$ cat config.mk
export PLATFORM = sky130hd
export DESIGN_NAME = mem_initiator
export DESIGN_NICKNAME = d
export VERILOG_FILES = /design/src/rtl/mem_if_pkg.sv /design/src/rtl/mem_load_ext.sv /design/src/rtl/mem_initiator.sv
export SDC_FILE = /design/constraint.sdc
export NUM_CORES = 1
export LEC_CHECK = 0
export BUFFER_PORTS_ARGS = -buffer_cell sky130_fd_sc_hd__buf_2
export CAP_MARGIN = 15
export CORE_MARGIN = 3
export CORE_UTILIZATION = 48
export CTS_CLUSTER_DIAMETER = 80
export CTS_CLUSTER_SIZE = 28
export DETAILED_ROUTE_END_ITERATION = 8
export PLACE_DENSITY = 0.8
export SLEW_MARGIN = 20
export SYNTH_ARGS = -nofsm -noshare
export SYNTH_HDL_FRONTEND = slang
export SYNTH_HIERARCHICAL = 1
export SYNTH_SLANG_ARGS = --single-unit
$ cat constraint.sdc
create_clock -name clk -period 2.2 [get_ports clk]
set_input_delay 0.44 -clock clk [delete_from_list [all_inputs] [get_ports clk]]
set_output_delay 0.44 -clock clk [all_outputs]
set_load 0.005 [all_outputs]
$ cat src/rtl/mem_if_pkg.sv
// rtl/mem_if_pkg.sv - shared constants, state encoding and alignment helper for the memory initiator
package mem_if_pkg;

    localparam logic [1:0]  SZ_BYTE   = 2'd0;
    localparam logic [1:0]  SZ_HALF   = 2'd1;
    localparam logic [1:0]  SZ_WORD   = 2'd2;

    localparam logic [31:0] PORT_ADDR = 32'hFFFF_FF00;
    localparam logic [31:0] NOP_INSTR = 32'h0000_0013;

    typedef enum logic [1:0] {
        ST_IDLE = 2'd0,
        ST_WAIT = 2'd1,
        ST_DONE = 2'd2
    } state_t;

    // Size 3 is not a legal access width, so it is rejected like a misaligned access.
    function automatic logic is_misaligned(input logic [1:0] size, input logic [1:0] addr_lo);
        logic bad;
        case (size)
            SZ_BYTE: bad = 1'b0;
            SZ_HALF: bad = addr_lo[0];
            SZ_WORD: bad = (addr_lo != 2'b00);
            default: bad = 1'b1;
        endcase
        return bad;
    endfunction

endpackage

$ cat src/rtl/mem_load_ext.sv
// rtl/mem_load_ext.sv - sign/zero extension of byte, half and word load data
// Ports:
//   data_i     - raw 32-bit read data from the controller
//   size_i     - access size (byte/half/word)
//   unsigned_i - 1 = zero-extend, 0 = sign-extend
//   result_o   - extended 32-bit load result
module mem_load_ext
    import mem_if_pkg::*;
(
    input  logic [31:0] data_i,
    input  logic [1:0]  size_i,
    input  logic        unsigned_i,
    output logic [31:0] result_o
);

    logic byte_sign;
    logic half_sign;

    assign byte_sign = ~unsigned_i & data_i[7];
    assign half_sign = ~unsigned_i & data_i[15];

    // Only the low lanes are looked at for narrow loads; upper read bits are don't-care.
    always_comb begin
        case (size_i)
            SZ_BYTE: result_o = {{24{byte_sign}}, data_i[7:0]};
            SZ_HALF: result_o = {{16{half_sign}}, data_i[15:0]};
            default: result_o = data_i;
        endcase
    end

endmodule

$ cat src/rtl/mem_initiator.sv
// rtl/mem_initiator.sv - core-side fetch/load-store initiator for the SRAM controller request interface
// Ports:
//   clk, reset                       - clock, synchronous active-low reset
//   if_req/if_addr -> if_done/if_instr
//                                    - instruction fetch request and completion
//   ls_req/ls_we/ls_addr/ls_wdata/ls_size/ls_unsigned -> ls_done/ls_rdata/ls_err
//                                    - load/store request and completion
//   mem_address/mem_rw_req/mem_rw/mem_write_data/mem_size, mem_read_data/mem_data_valid
//                                    - controller request/response
//   timeout_err                      - sticky flag, set on any timeout
module mem_initiator
    import mem_if_pkg::*;
#(
    parameter int TIMEOUT_CYCLES = 64
)
(
    input  logic        clk,
    input  logic        reset,
    input  logic        if_req,
    input  logic [31:0] if_addr,
    output logic        if_done,
    output logic [31:0] if_instr,
    input  logic        ls_req,
    input  logic        ls_we,
    input  logic [31:0] ls_addr,
    input  logic [31:0] ls_wdata,
    input  logic [1:0]  ls_size,
    input  logic        ls_unsigned,
    output logic        ls_done,
    output logic [31:0] ls_rdata,
    output logic        ls_err,
    output logic [31:0] mem_address,
    output logic        mem_rw_req,
    output logic        mem_rw,
    output logic [31:0] mem_write_data,
    output logic [1:0]  mem_size,
    input  logic [31:0] mem_read_data,
    input  logic        mem_data_valid,
    output logic        timeout_err
);

    localparam logic [7:0] TIMER_LAST = 8'(TIMEOUT_CYCLES - 1);

    state_t      state_q, state_d;
    logic [7:0]  timer_q, timer_d;
    logic        owner_ls_q, owner_ls_d;
    logic        unsigned_q, unsigned_d;
    logic        if_done_q, if_done_d;
    logic [31:0] if_instr_q, if_instr_d;
    logic        ls_done_q, ls_done_d;
    logic [31:0] ls_rdata_q, ls_rdata_d;
    logic        ls_err_q, ls_err_d;
    logic [31:0] mem_address_q, mem_address_d;
    logic        mem_rw_req_q, mem_rw_req_d;
    logic        mem_rw_q, mem_rw_d;
    logic [31:0] mem_write_data_q, mem_write_data_d;
    logic [1:0]  mem_size_q, mem_size_d;
    logic        timeout_err_q, timeout_err_d;
    logic [31:0] ext_data;

    // Extension uses the size latched at issue, which the controller also still sees.
    mem_load_ext u_load_ext (
        .data_i     (mem_read_data),
        .size_i     (mem_size_q),
        .unsigned_i (unsigned_q),
        .result_o   (ext_data)
    );

    always_comb begin
        state_d          = state_q;
        timer_d          = timer_q;
        owner_ls_d       = owner_ls_q;
        unsigned_d       = unsigned_q;
        if_done_d        = 1'b0;
        if_instr_d       = if_instr_q;
        ls_done_d        = 1'b0;
        ls_rdata_d       = ls_rdata_q;
        ls_err_d         = 1'b0;
        mem_address_d    = mem_address_q;
        mem_rw_req_d     = 1'b0;
        mem_rw_d         = mem_rw_q;
        mem_write_data_d = mem_write_data_q;
        mem_size_d       = mem_size_q;
        timeout_err_d    = timeout_err_q;

        case (state_q)
            ST_IDLE: begin
                if (ls_req) begin
                    owner_ls_d = 1'b1;
                    unsigned_d = ls_unsigned;
                    if (is_misaligned(ls_size, ls_addr[1:0])) begin
                        ls_done_d  = 1'b1;
                        ls_err_d   = 1'b1;
                        ls_rdata_d = 32'd0;
                        state_d    = ST_DONE;
                    end else begin
                        mem_address_d    = ls_addr;
                        mem_rw_d         = ls_we;
                        mem_write_data_d = ls_wdata;
                        mem_size_d       = ls_size;
                        mem_rw_req_d     = 1'b1;
                        timer_d          = 8'd0;
                        state_d          = ST_WAIT;
                    end
                end else if (if_req) begin
                    owner_ls_d       = 1'b0;
                    mem_address_d    = if_addr;
                    mem_rw_d         = 1'b0;
                    mem_write_data_d = 32'd0;
                    mem_size_d       = SZ_WORD;
                    mem_rw_req_d     = 1'b1;
                    timer_d          = 8'd0;
                    state_d          = ST_WAIT;
                end
            end
            ST_WAIT: begin
                // A response arriving on the last timer cycle still counts as a response.
                if (mem_data_valid) begin
                    if (owner_ls_q) begin
                        ls_done_d  = 1'b1;
                        ls_rdata_d = mem_rw_q ? 32'd0 : ext_data;
                    end else begin
                        if_done_d  = 1'b1;
                        if_instr_d = mem_read_data;
                    end
                    state_d = ST_DONE;
                end else if (timer_q == TIMER_LAST) begin
                    if (owner_ls_q) begin
                        ls_done_d  = 1'b1;
                        ls_err_d   = 1'b1;
                        ls_rdata_d = 32'd0;
                    end else begin
                        if_done_d  = 1'b1;
                        if_instr_d = NOP_INSTR;
                    end
                    timeout_err_d = 1'b1;
                    state_d       = ST_DONE;
                end else begin
                    timer_d = timer_q + 8'd1;
                end
            end
            // One idle cycle lets the requester drop req and the controller return to idle.
            ST_DONE: state_d = ST_IDLE;
            default: state_d = ST_IDLE;
        endcase
    end

    always_ff @(posedge clk) begin
        if (!reset) begin
            state_q          <= ST_IDLE;
            timer_q          <= 8'd0;
            owner_ls_q       <= 1'b0;
            unsigned_q       <= 1'b0;
            if_done_q        <= 1'b0;
            if_instr_q       <= 32'd0;
            ls_done_q        <= 1'b0;
            ls_rdata_q       <= 32'd0;
            ls_err_q         <= 1'b0;
            mem_address_q    <= 32'd0;
            mem_rw_req_q     <= 1'b0;
            mem_rw_q         <= 1'b0;
            mem_write_data_q <= 32'd0;
            mem_size_q       <= 2'd0;
            timeout_err_q    <= 1'b0;
        end else begin
            state_q          <= state_d;
            timer_q          <= timer_d;
            owner_ls_q       <= owner_ls_d;
            unsigned_q       <= unsigned_d;
            if_done_q        <= if_done_d;
            if_instr_q       <= if_instr_d;
            ls_done_q        <= ls_done_d;
            ls_rdata_q       <= ls_rdata_d;
            ls_err_q         <= ls_err_d;
            mem_address_q    <= mem_address_d;
            mem_rw_req_q     <= mem_rw_req_d;
            mem_rw_q         <= mem_rw_d;
            mem_write_data_q <= mem_write_data_d;
            mem_size_q       <= mem_size_d;
            timeout_err_q    <= timeout_err_d;
        end
    end

    assign if_done        = if_done_q;
    assign if_instr       = if_instr_q;
    assign ls_done        = ls_done_q;
    assign ls_rdata       = ls_rdata_q;
    assign ls_err         = ls_err_q;
    assign mem_address    = mem_address_q;
    assign mem_rw_req     = mem_rw_req_q;
    assign mem_rw         = mem_rw_q;
    assign mem_write_data = mem_write_data_q;
    assign mem_size       = mem_size_q;
    assign timeout_err    = timeout_err_q;

endmodule

Word level (Yosys, flattened, before mapping)
Index checks and enable logic that the tools add are counted.

storage, ports and cells
  bits in registers = 148
  output and inout port bits = 136
  logic and storage cells = 107

cells by class
  $add $sub $neg = 1
  equality and inequality tests = 14
  multiplexer cells = 55
  bitwise operators = 5
  reduce and logical (&&, ||, !) cells = 17

operators by type and width
  kind                                           number
  two-way mux 32 bit                             17
  case mux 32 bit (2 select lines)               2
  two-way mux 8 bit                              5
  two-way mux 1 bit                              18
  two-way mux 2 bit                              8
  case mux 8 bit (2 select lines)                1
  inequality test 2 bit, second input constant   6
  AND reduction 2 bit                            5
  AND reduction 5 bit                            2
  inequality test 3 bit, second input constant   3
  AND reduction 3 bit                            3
  adder 8 x 1 -> 8 bit, second input constant    1
  == test 8 x 6 -> 1 bit, second input constant  1
  nonzero test 2 bit                             4
  == test 2 x 1 -> 1 bit, second input constant  3
  zero test 2 bit                                3
  case mux 1 bit (2 select lines)                2
  case mux 2 bit (2 select lines)                1
  inverter 1 bit                                 3
  case mux 1 bit (3 select lines)                1
  AND 1 bit                                      2
  == test 2 bit, second input constant           1

Longest topological paths before layout
Gate-level depths: netlist (run 1).

  depth after elaboration = 7
  gate-level depth with buffers = 9
  depth with buffers taken out = 6

Modules after synthesis
The synthesis (run 1) kept the hierarchy.

by module, submodules not included
  module         times used  cells each  area each (µm²)  seq. area each (µm²)
  mem_initiator  1           697         6221.0           2962.8
  mem_load_ext   1           67          355.3            0.0

Least setup slack after synthesis (run 1)
Ideal clock, no wire load.

  kind = register to register
  start point = register mem_size_q[0], in the netlist mem_size[0]
  end point = register ls_rdata_q[16], in the netlist ls_rdata[16]
  setup time = 129 ps
  data arrival time = 1655 ps
  data required time = 2071 ps
  path slack = 416 ps
  cell stages (with the launch flop) = 9
  cells stage by stage = dfxtp_1 -> buf_4 -> mux2i_2 -> clkbuf_1 -> o21ai_0 -> nand2_1 -> nor3_1 -> a2111oi_0 -> nor2_1

on the way
  longest elaborated chain between the ends = 6

RTL lines
  what                                                       RTL line              RTL
  from (decl)                                                mem_initiator.sv:57   logic [1:0] mem_size_q, mem_size_d;
  from (signal assigned)                                     mem_initiator.sv:179  mem_size_q <= mem_size_d;
  == test 2 x 1 -> 1 bit or zero test 2 bit (tied branches)  mem_load_ext.sv:24    case (size_i)
  case mux 32 bit (2 select lines) *                         mem_load_ext.sv:24
  named net ext_data[16]                                     mem_initiator.sv:59   logic [31:0] ext_data;
  two-way mux 32 bit *                                       mem_initiator.sv:121  ls_rdata_d = mem_rw_q ? 32'd0 : ext_data;
  two-way mux 32 bit *                                       mem_initiator.sv:119  if (owner_ls_q) begin
  two-way mux 32 bit *                                       mem_initiator.sv:118  if (mem_data_valid) begin
  case mux 32 bit (2 select lines) *                         mem_initiator.sv:86   case (state_q)
  to (signal assigned)                                       mem_initiator.sv:173  ls_rdata_q <= ls_rdata_d;
  to (decl)                                                  mem_initiator.sv:51   logic [31:0] ls_rdata_q, ls_rdata_d;

The timed path passes the listed nets; every way through them passes the cells marked *. The select of a mux whose other input is x is not followed.
A chain may end at the register's enable or synchronous reset.

Final worst setup path (run 1)
  start point = register state_q[0]
  end point = register if_instr_q[8], in the netlist if_instr[8]

on the way
  longest elaborated chain between the ends = 2

RTL lines
  what                           RTL line              RTL
  from (decl)                    mem_initiator.sv:44   state_t state_q, state_d;
  from (signal assigned)         mem_initiator.sv:166  state_q <= state_d;
  == test 2 x 1 -> 1 bit         mem_initiator.sv:86
  AND reduction 3 bit (no line)  -
  to (signal assigned)           mem_initiator.sv:171  if_instr_q <= if_instr_d;
  to (decl)                      mem_initiator.sv:49   logic [31:0] if_instr_q, if_instr_d;

Every way passes these cells.

==> results of run 1 <==
==> critical path, delay by kind of cell (launching register included) <==
kind	cells	cell delay, ns
simple gates	3	0.70
flops	1	0.62
buf+inv	1	0.32
compound gates	1	0.22
==> cell families after synthesis <==
group                      Yosys count  synth area share (%)
AOI/OAI and AO/OA                  286                  27.9
buffers and inverters               92                  7.04
adders and majority gates            1                 0.190
and+or+nand+nor                    202                  14.4
muxes                               35                  5.38
DFF                                148                  45.1
==> power groups by stage <==
stage / Clock, W / Sequential [W] / Combinational, W
finish: 0.00279 / 0.00298 / 0.00137
global route: 0.00295 / 0.00301 / 0.00150
CTS: 0.00283 / 0.00298 / 0.00137
detailed placement: 0 / 0.00304 / 0.00136
global placement: 0 / 0.00303 / 0.00134
floorplan: 0 / 0.00303 / 0.000817
==> cell type report <==
| type | instances | area, sq um | area share (%) |
|---|---|---|---|
| Timing Repair Buffer | 301 | 1650 | 19.3 |
| Clock inverter | 13 | 135 | 1.57 |
| Sequential cell | 148 | 2960 | 34.5 |
| Multi-Input combinational cell | 524 | 3160 | 36.8 |
| Tap cell | 176 | 220 | 2.57 |
| Inverter | 4 | 15.0 | 0.175 |
| Clock buffer | 19 | 433 | 5.05 |
==> per-stage QoR <==
step / utilization (%) / total power (W) / worst slack, ns / hold WS [ns]
5_1_grt: 64.5 / 0.00746 / 0.0817 / 0.247
6_report: 64.5 / 0.00715 / 0.275 / 0.251
2_1_floorplan: - / 0.00385 / 0.416 / 0.445
3_5_place_dp: 60.3 / 0.00440 / 0.274 / 0.450
4_1_cts: 64.5 / 0.00718 / 0.303 / 0.239
3_3_place_gp: 60.3 / 0.00437 / 0.328 / 0.444
==> Yosys cell counts, types with 2 or more instances <==
master and number:
dfxtp_1 148, o21ai_0 90, a21oi_1 73, nand2_1 65, clkbuf_1 44, nand3_1 42
nor2_1 39, nor3_1 35, mux2i_1 34, a211oi_1 33, a2111oi_0 31, a22o_1 30
buf_2 21, buf_4 14, o21ai_1 7, buf_6 5, a211o_1 4, a31oi_1 4
inv_1 4, and3_1 3, buf_1 3, o221a_2 3, a21o_1 2, a311oi_1 2
and2_1 2, nor4b_1 2, or3_1 2
==> metal layers <==
layer,vias to the layer above,GRT usage [%]
met2,359,42.7
met4,2,6.92
met3,33,7.41
li1,3281,-
met1,3167,32.5
met5,-,0
==> state kept, by name, summed over array words and instances (netlist names) <==
signal	flops
timeout_err	1
ls_done	1
mem_size	2
mem_address	32
if_instr	32
timer_q	8
if_done	1
ls_err	1
mem_rw_req	1
owner_ls_q	1
state_q	2
ls_rdata	32
mem_rw	1
mem_write_data	32
unsigned_q	1
==> how the worst max path moves through the flow <==
| stage | from | to | slack, ns |
|---|---|---|---|
| 2_1_floorplan | mem_size[0]$_SDFFE_PN0P_ | ls_rdata[16]$_SDFFE_PN0P_ | 0.42 |
| 3_3_place_gp | mem_size[1]$_SDFFE_PN0P_ | ls_rdata[27]$_SDFFE_PN0P_ | 0.33 |
| 3_5_place_dp | ls_size[0] | ls_rdata[7]$_SDFFE_PN0P_ | 0.27 |
| 4_1_cts | state_q[0]$_SDFFE_PN0P_ | if_instr[8]$_SDFFE_PN0P_ | 0.30 |
| 5_1_grt | timer_q[0]$_SDFFE_PN0P_ | ls_rdata[11]$_SDFFE_PN0P_ | 0.08 |
| 6_report | state_q[0]$_SDFFE_PN0P_ | if_instr[8]$_SDFFE_PN0P_ | 0.28 |
==> results.txt, run 1 <==
The first-pass GRT wire length came out at 30700 um. TritonCTS built the clock tree. The sequential power share came out at 41.7%. The worst setup path is launched from a flip-flop. The cell type of the slowest stage on the worst timing path is dfxtp_1. The post-route antenna net violation count came out at 0.

The minimum setup slack among reg-to-reg paths is 0.28 ns. The part of the power in combinational logic is 19.2%. The die is 123 um tall.

The net switching power came out at 0.00204 W. For this design, the sink count on the clock tree is 148. The overall overflow remaining after global route is 0.

Walking the worst path, the cells encountered are nor3b_2, nand2_1, nor2_2, buf_4, a22o_1. The CTS clock-pin slew for the worst setup and hold paths came out at 0.06 ns. The worst hold path passes through 2 cells. The largest single stage delay on the critical path is 0.62 ns.

The leakage power summed over all cells is 3.93 nW. The TritonCTS buffer count came out at 17. The pin slew with the least headroom to its limit is 0.484 ns. In the finished design, the share of the clock period the worst path needs comes to 87.5%. After routing the design area is 0.00858 sq mm. The highest achievable clock rate came out at 520 MHz.

Setup total negative slack on the finished layout was measured at 0 ns. Dividing the synthesized area by the synthesized cell count gives 8.61 sq um. The routed length on met2 is 10100 um. The top cell type by area accounts for 45.1% of the synthesized area. The number of global-route vias before repair is 5987. In the routed layout, each cell is associated on average with a via count of 5.77. Headroom to the max-slew limit came out at 67.7%. At the end of the flow, the number of nets in the layout was 1134. The number of enable flip-flop cells after synthesis is 0. The routed wire length came out at 20600 um. The count of antenna diodes in the layout came out at 0. The peak fanout along the critical path came out at 29. Hold repair after CTS inserted 0 buffers. The number of max-slew violations in the final report came out at 0. In this run the cell area measured after placement is 0.00801 sq mm.

The required time at the worst-slack endpoint is 2.56 ns. The path with the worst hold slack has its endpoint at if_instr[23]$_SDFFE_PN0P_. No sink is reached through more buffers than the 2 on the longest clock path.

For this run, the leading register cell type out of synthesis is dfxtp_1. Dividing total power by cell area gives a power density of 833 mW/mm^2. The count of maximum capacitance violations is 0. The flow ran to the end, and the final reports show no timing, DRC or antenna violations.

In this run the cell area of the synthesized design comes to 0.00658 sq mm. The proportion of total power due to net switching is 28.5%. The library cell used most frequently in the layout, excluding fill and tap cells, is buf_2. The Yosys step of the flow raised 6 warnings. The worst path arrival time came out at 2.28 ns. The width of the die is 123 um. The startpoint identified for the worst register-to-register timing path is state_q[0]$_SDFFE_PN0P_. In this run the critical register-to-register path is captured at if_instr[8]$_SDFFE_PN0P_. The share of total power in the clock network is 39.1%.

Post-CTS repair changed the size of 0 cells. The tightest min-delay check is of the input pin to flip-flop type. The path depth of the worst reg2reg path came out at 5. The synthesis-stage register bit count came out at 148. The routed wire length on met3 came out at 1780 um. For this run, the register share of the synthesized area comes to 45.1%. After synthesis, the cell types taking the most area are dfxtp_1, o21ai_0, a21oi_1. The initial antenna violation count came out at 1. The biggest area contributor in the post-synthesis netlist is dfxtp_1.

The average wire per cell in the routed design came out at 17.4 um. The row count came out at 42. Detailed routing inserted a total of 6842 vias. The net count after synthesis came out at 902.

After layout, the minimum clock period comes to 1.92 ns. The highest metal layer carrying signal wires in the routed design is met5. The internal power is 0.00511 W. The number of detailed-route iterations in the first pass came out at 5. The worst setup path is captured at a flip-flop. In this run the standard cell core region covers 0.0133 sq mm.

The proportion of synthesized flip-flops having asynchronous set or reset came out at 0%. The total routed wire length on the met1 layer came out at 8290 um. The H-tree depth is 4. Setup repair after global routing left no endpoint under its margin. The number of top-level pins is 273. The post-detailed-placement half-perimeter wirelength came out at 14400 um. In this run the most critical hold path is launched from mem_read_data[23]. For this run, design rule violations remaining after detail routing come to 0.

The hold violation total from the final report is 0. The largest clock skew in the final design came out at 0.00719 ns. The synthesized instance count came out at 764.

Entering global routing, the biggest net connects 65 pins. Clock latency on the worst-skew pair, taken at its later pin, is 0.42 ns. The final weighted congestion in routability-driven placement came out at 0.824. The floorplan die area is 0.0151 sq mm. The total routing resource utilization after global routing came out at 25.6%. The post-placement cell count is 1153. Across the VDD grid, the largest voltage drop is 0.000558 V.

The first-iteration detailed-routing DRC count is 797. The starting utilization of the core area came out at 49.5%. The count of input and output buffers came out at 272. The area growth from synthesis to final layout is 30.5%. Once layout is complete, the cells apart from fillers number 1185. Setup violations remaining at the end of the flow were counted as 0.

CTS placed an instance of clkbuf_16 at the clock tree root. The proportion of layout cells with a drive suffix above 1 came out at 34.8%. The count of fill cells added during filler insertion is 1147. The number of different library cells in the post-synthesis netlist came out at 49.

The post-CTS setup buffer count came out at 0. The library cells used most frequently in the layout, excluding fill and tap cells, are buf_2, dfxtp_1, o21ai_0. The critical path is of the flip-flop to flip-flop type.
No activity file was read; power rests on OpenSTA's default activity.
==> inputs of run 2 (changes only) <==
==> constraint.sdc (replaced) <==
create_clock -name clk -period 2 [get_ports clk]
set_input_delay 0.4 -clock clk [delete_from_list [all_inputs] [get_ports clk]]
set_output_delay 0.4 -clock clk [all_outputs]
set_load 0.005 [all_outputs]
==> run 2 against run 1 <==
Net effect: fmax grew 4.8%; die area is the same; sequential share of layout area shrank 0.49 points; sequential power grew 9.7%; critical path depth grew 1; clock power grew 22%; power grew 15%; register-to-register slack lost 0.11 ns; critical endpoint is now ls_rdata[25]$_SDFFE_PN0P_; highest routed layer is now met4.
==> results.txt, run 2 (synthesized netlist as in run 1, its figures left out) <==
The area growth from synthesis to layout is 32.4%. The maximum vdd drop is 0.000834 V. The met3 track utilization from global routing came out at 7.32%. The final layout net count is 1140. The count of fill cells added during filler insertion came out at 1123. The share of the clock period used by the worst path is 91.8%.

The largest net degree at the start of global routing is 53. The pre-CTS worst setup slack came out at 0.0641 ns. Clock skew on the completed layout was measured at 0.00923 ns. The floorplan step defined a core boundary enclosing 0.0133 sq mm. The hold violation total from the final report came out at 0.

The met2 usage in global routing is 43.7%. The vertical die dimension is 123 um. STA classifies the critical path endpoint as a flip-flop. The initialized floorplan defines 42 standard-cell rows.

Cells fill 65.5% of the core in the end. The worst path arrival time came out at 2.12 ns. The total negative slack is 0 ns. The congestion estimate from routability-driven global placement came to 0.862.

The maximum buffer depth of the clock tree came out at 2. For this run, the total global-route usage over all layers was measured as 26.4%. In the layout the commonest cells are buf_2, dfxtp_1, o21ai_0.

For the pin with the worst max-slew slack, the measured transition is 0.417 ns. The total of endpoints with negative setup slack in the final report is 0. The average wire per cell in the routed design came out at 17.4 um.

The clock latency at the later pin of the worst-skew pair is 0.42 ns. Among all stages on the critical path, the largest delay is contributed by a2111oi_0. Measured against its own limit, the worst slew margin works out to 71.5%. The count of maximum capacitance violations came out at 0. Clock-pin slew was measured on the worst setup and hold paths at 0.06 ns. The H-tree depth is 4. The post-route worst hold slack came out at 0.207 ns. The count of input and output buffers is 272. TritonCTS built the clock tree. Traced cell by cell, the critical path runs through ha_1, and3_1, a21oi_4, buf_12, a2111oi_0, nor2_1. The number of top-level pins came out at 273.

The highest achievable clock rate is 545 MHz. The initial antenna violation count is 0. Wires add up to 20800 um.

Cells with a size suffix above 1 make up 35.0% of the layout. The tree is rooted in a clkbuf_16. The floorplan die area is 0.0151 sq mm. The worst min-delay path category is input pin to flip-flop. After layout, the worst setup slack is 0.164 ns. The first detailed-routing pass ran for 5 iterations. The number of max-slew violations in the final report is 0. The width of the die is 123 um. After routing the design area is 0.00870 sq mm. The average via count per standard cell is 5.83. The post-route DRC violation count came out at 0. By startpoint and endpoint, the worst setup path is classified as flip-flop to flip-flop.

The leakage power summed over all cells is 3.98 nW. The delay of the slowest critical-path stage is 0.39 ns. The peak fanout along the critical path is 34. Once placement finished, the instance area stood at 0.00806 sq mm. The TritonCTS buffer count is 17. The starting utilization of the core area is 49.5%.

The number of global-route vias before repair came out at 6133. Once detail routing completed, the nets flagged for antenna violations numbered 0. STA classifies the critical path startpoint as a flip-flop. The detailed router finished its first iteration with 739 violations. The first-pass GRT wire length came out at 31800 um. Setup repair after global routing left no endpoint under its margin. The final critical-path required period is 1.84 ns. The library cell used most frequently in the layout, excluding fill and tap cells, is buf_2.

The required time at the worst-slack endpoint came out at 2.29 ns. Summed over all layers, the global routing overflow is 0. Once detailed placement completed, the half-perimeter wirelength came to 14700 um. The power per standard cell area is 943 mW/mm^2. The clock net sink count is 148. The number of buffers inserted by hold repair at cts came out at 0. The met1 track utilization from global routing came out at 33.8%. The run finished with clean final reports. The total number of vias came out at 6947. The global routing stage identified its most utilized layer as met2.
==> run 2: path summary, 6_finish.rpt <==
check                           start                   endpoint  slack (ns)  cells past startpoint
max           timer_q[1]$_SDFFE_PN0P_  ls_rdata[25]$_SDFFE_PN0P_        0.16                      6
min                 mem_read_data[17]  if_instr[17]$_SDFFE_PN0P_        0.21                      2
max reg2reg   timer_q[1]$_SDFFE_PN0P_  ls_rdata[25]$_SDFFE_PN0P_        0.16                      6
min reg2reg  timeout_err$_SDFFE_PN0P_   timeout_err$_SDFFE_PN0P_        0.46                      1
==> run 2: metrics by stage <==
step / std cells / power, W
final: 1191 / 0.00821
after global routing: 1190 / 0.00857
after CTS: 1188 / 0.00823
after detailed placement: 1157 / 0.00485
after global placement: 1157 / 0.00482
after floorplan: 764 / 0.00423
==> run 2: power by group <==
| part | leakage [nW] | internal, W | switching (W) | total, W |
|---|---|---|---|---|
| Combinational | 2.48 | 0.000654 | 0.000893 | 0.00155 |
| Clock | 0.301 | 0.00219 | 0.00120 | 0.00339 |
| Sequential | 1.21 | 0.00315 | 0.000117 | 0.00327 |
| Total | 3.98 | 0.00600 | 0.00221 | 0.00821 |
==> run 2: layout make-up <==
type                    count  area (sq um)  area share (%)
clock buffers              24           482            5.53
flip-flops and latches    148          2960            34.0
repair buffers            307          1710            19.7
clock inverters             7           145            1.67
well taps                 176           220            2.53
inverters                   4          15.0           0.172
multi-input cells         524          3170            36.4
diodes                      1          2.50          0.0287
==> run 2: per-layer routing <==
layer / part of all wire [%] / up-vias
met5: 0 / -
met4: 1.6 / 0
met3: 9.8 / 27
met2: 49 / 389
met1: 40 / 3229
li1: - / 3302
==> run 2: repair_timing <==
item	4_1_cts	5_1_grt
setup buffers	0	2
endpoints found under the setup margin	0	5
endpoints found under the hold margin	0	0
resized for setup	0	3
==> run 2: critical path: cells and delay by family (launching register included) <==
family          cells  cell delay (ns)
flops               1             0.38
buf+inv             1             0.17
simple gates        2             0.42
fa+ha+maj           1             0.24
compound gates      2             0.48
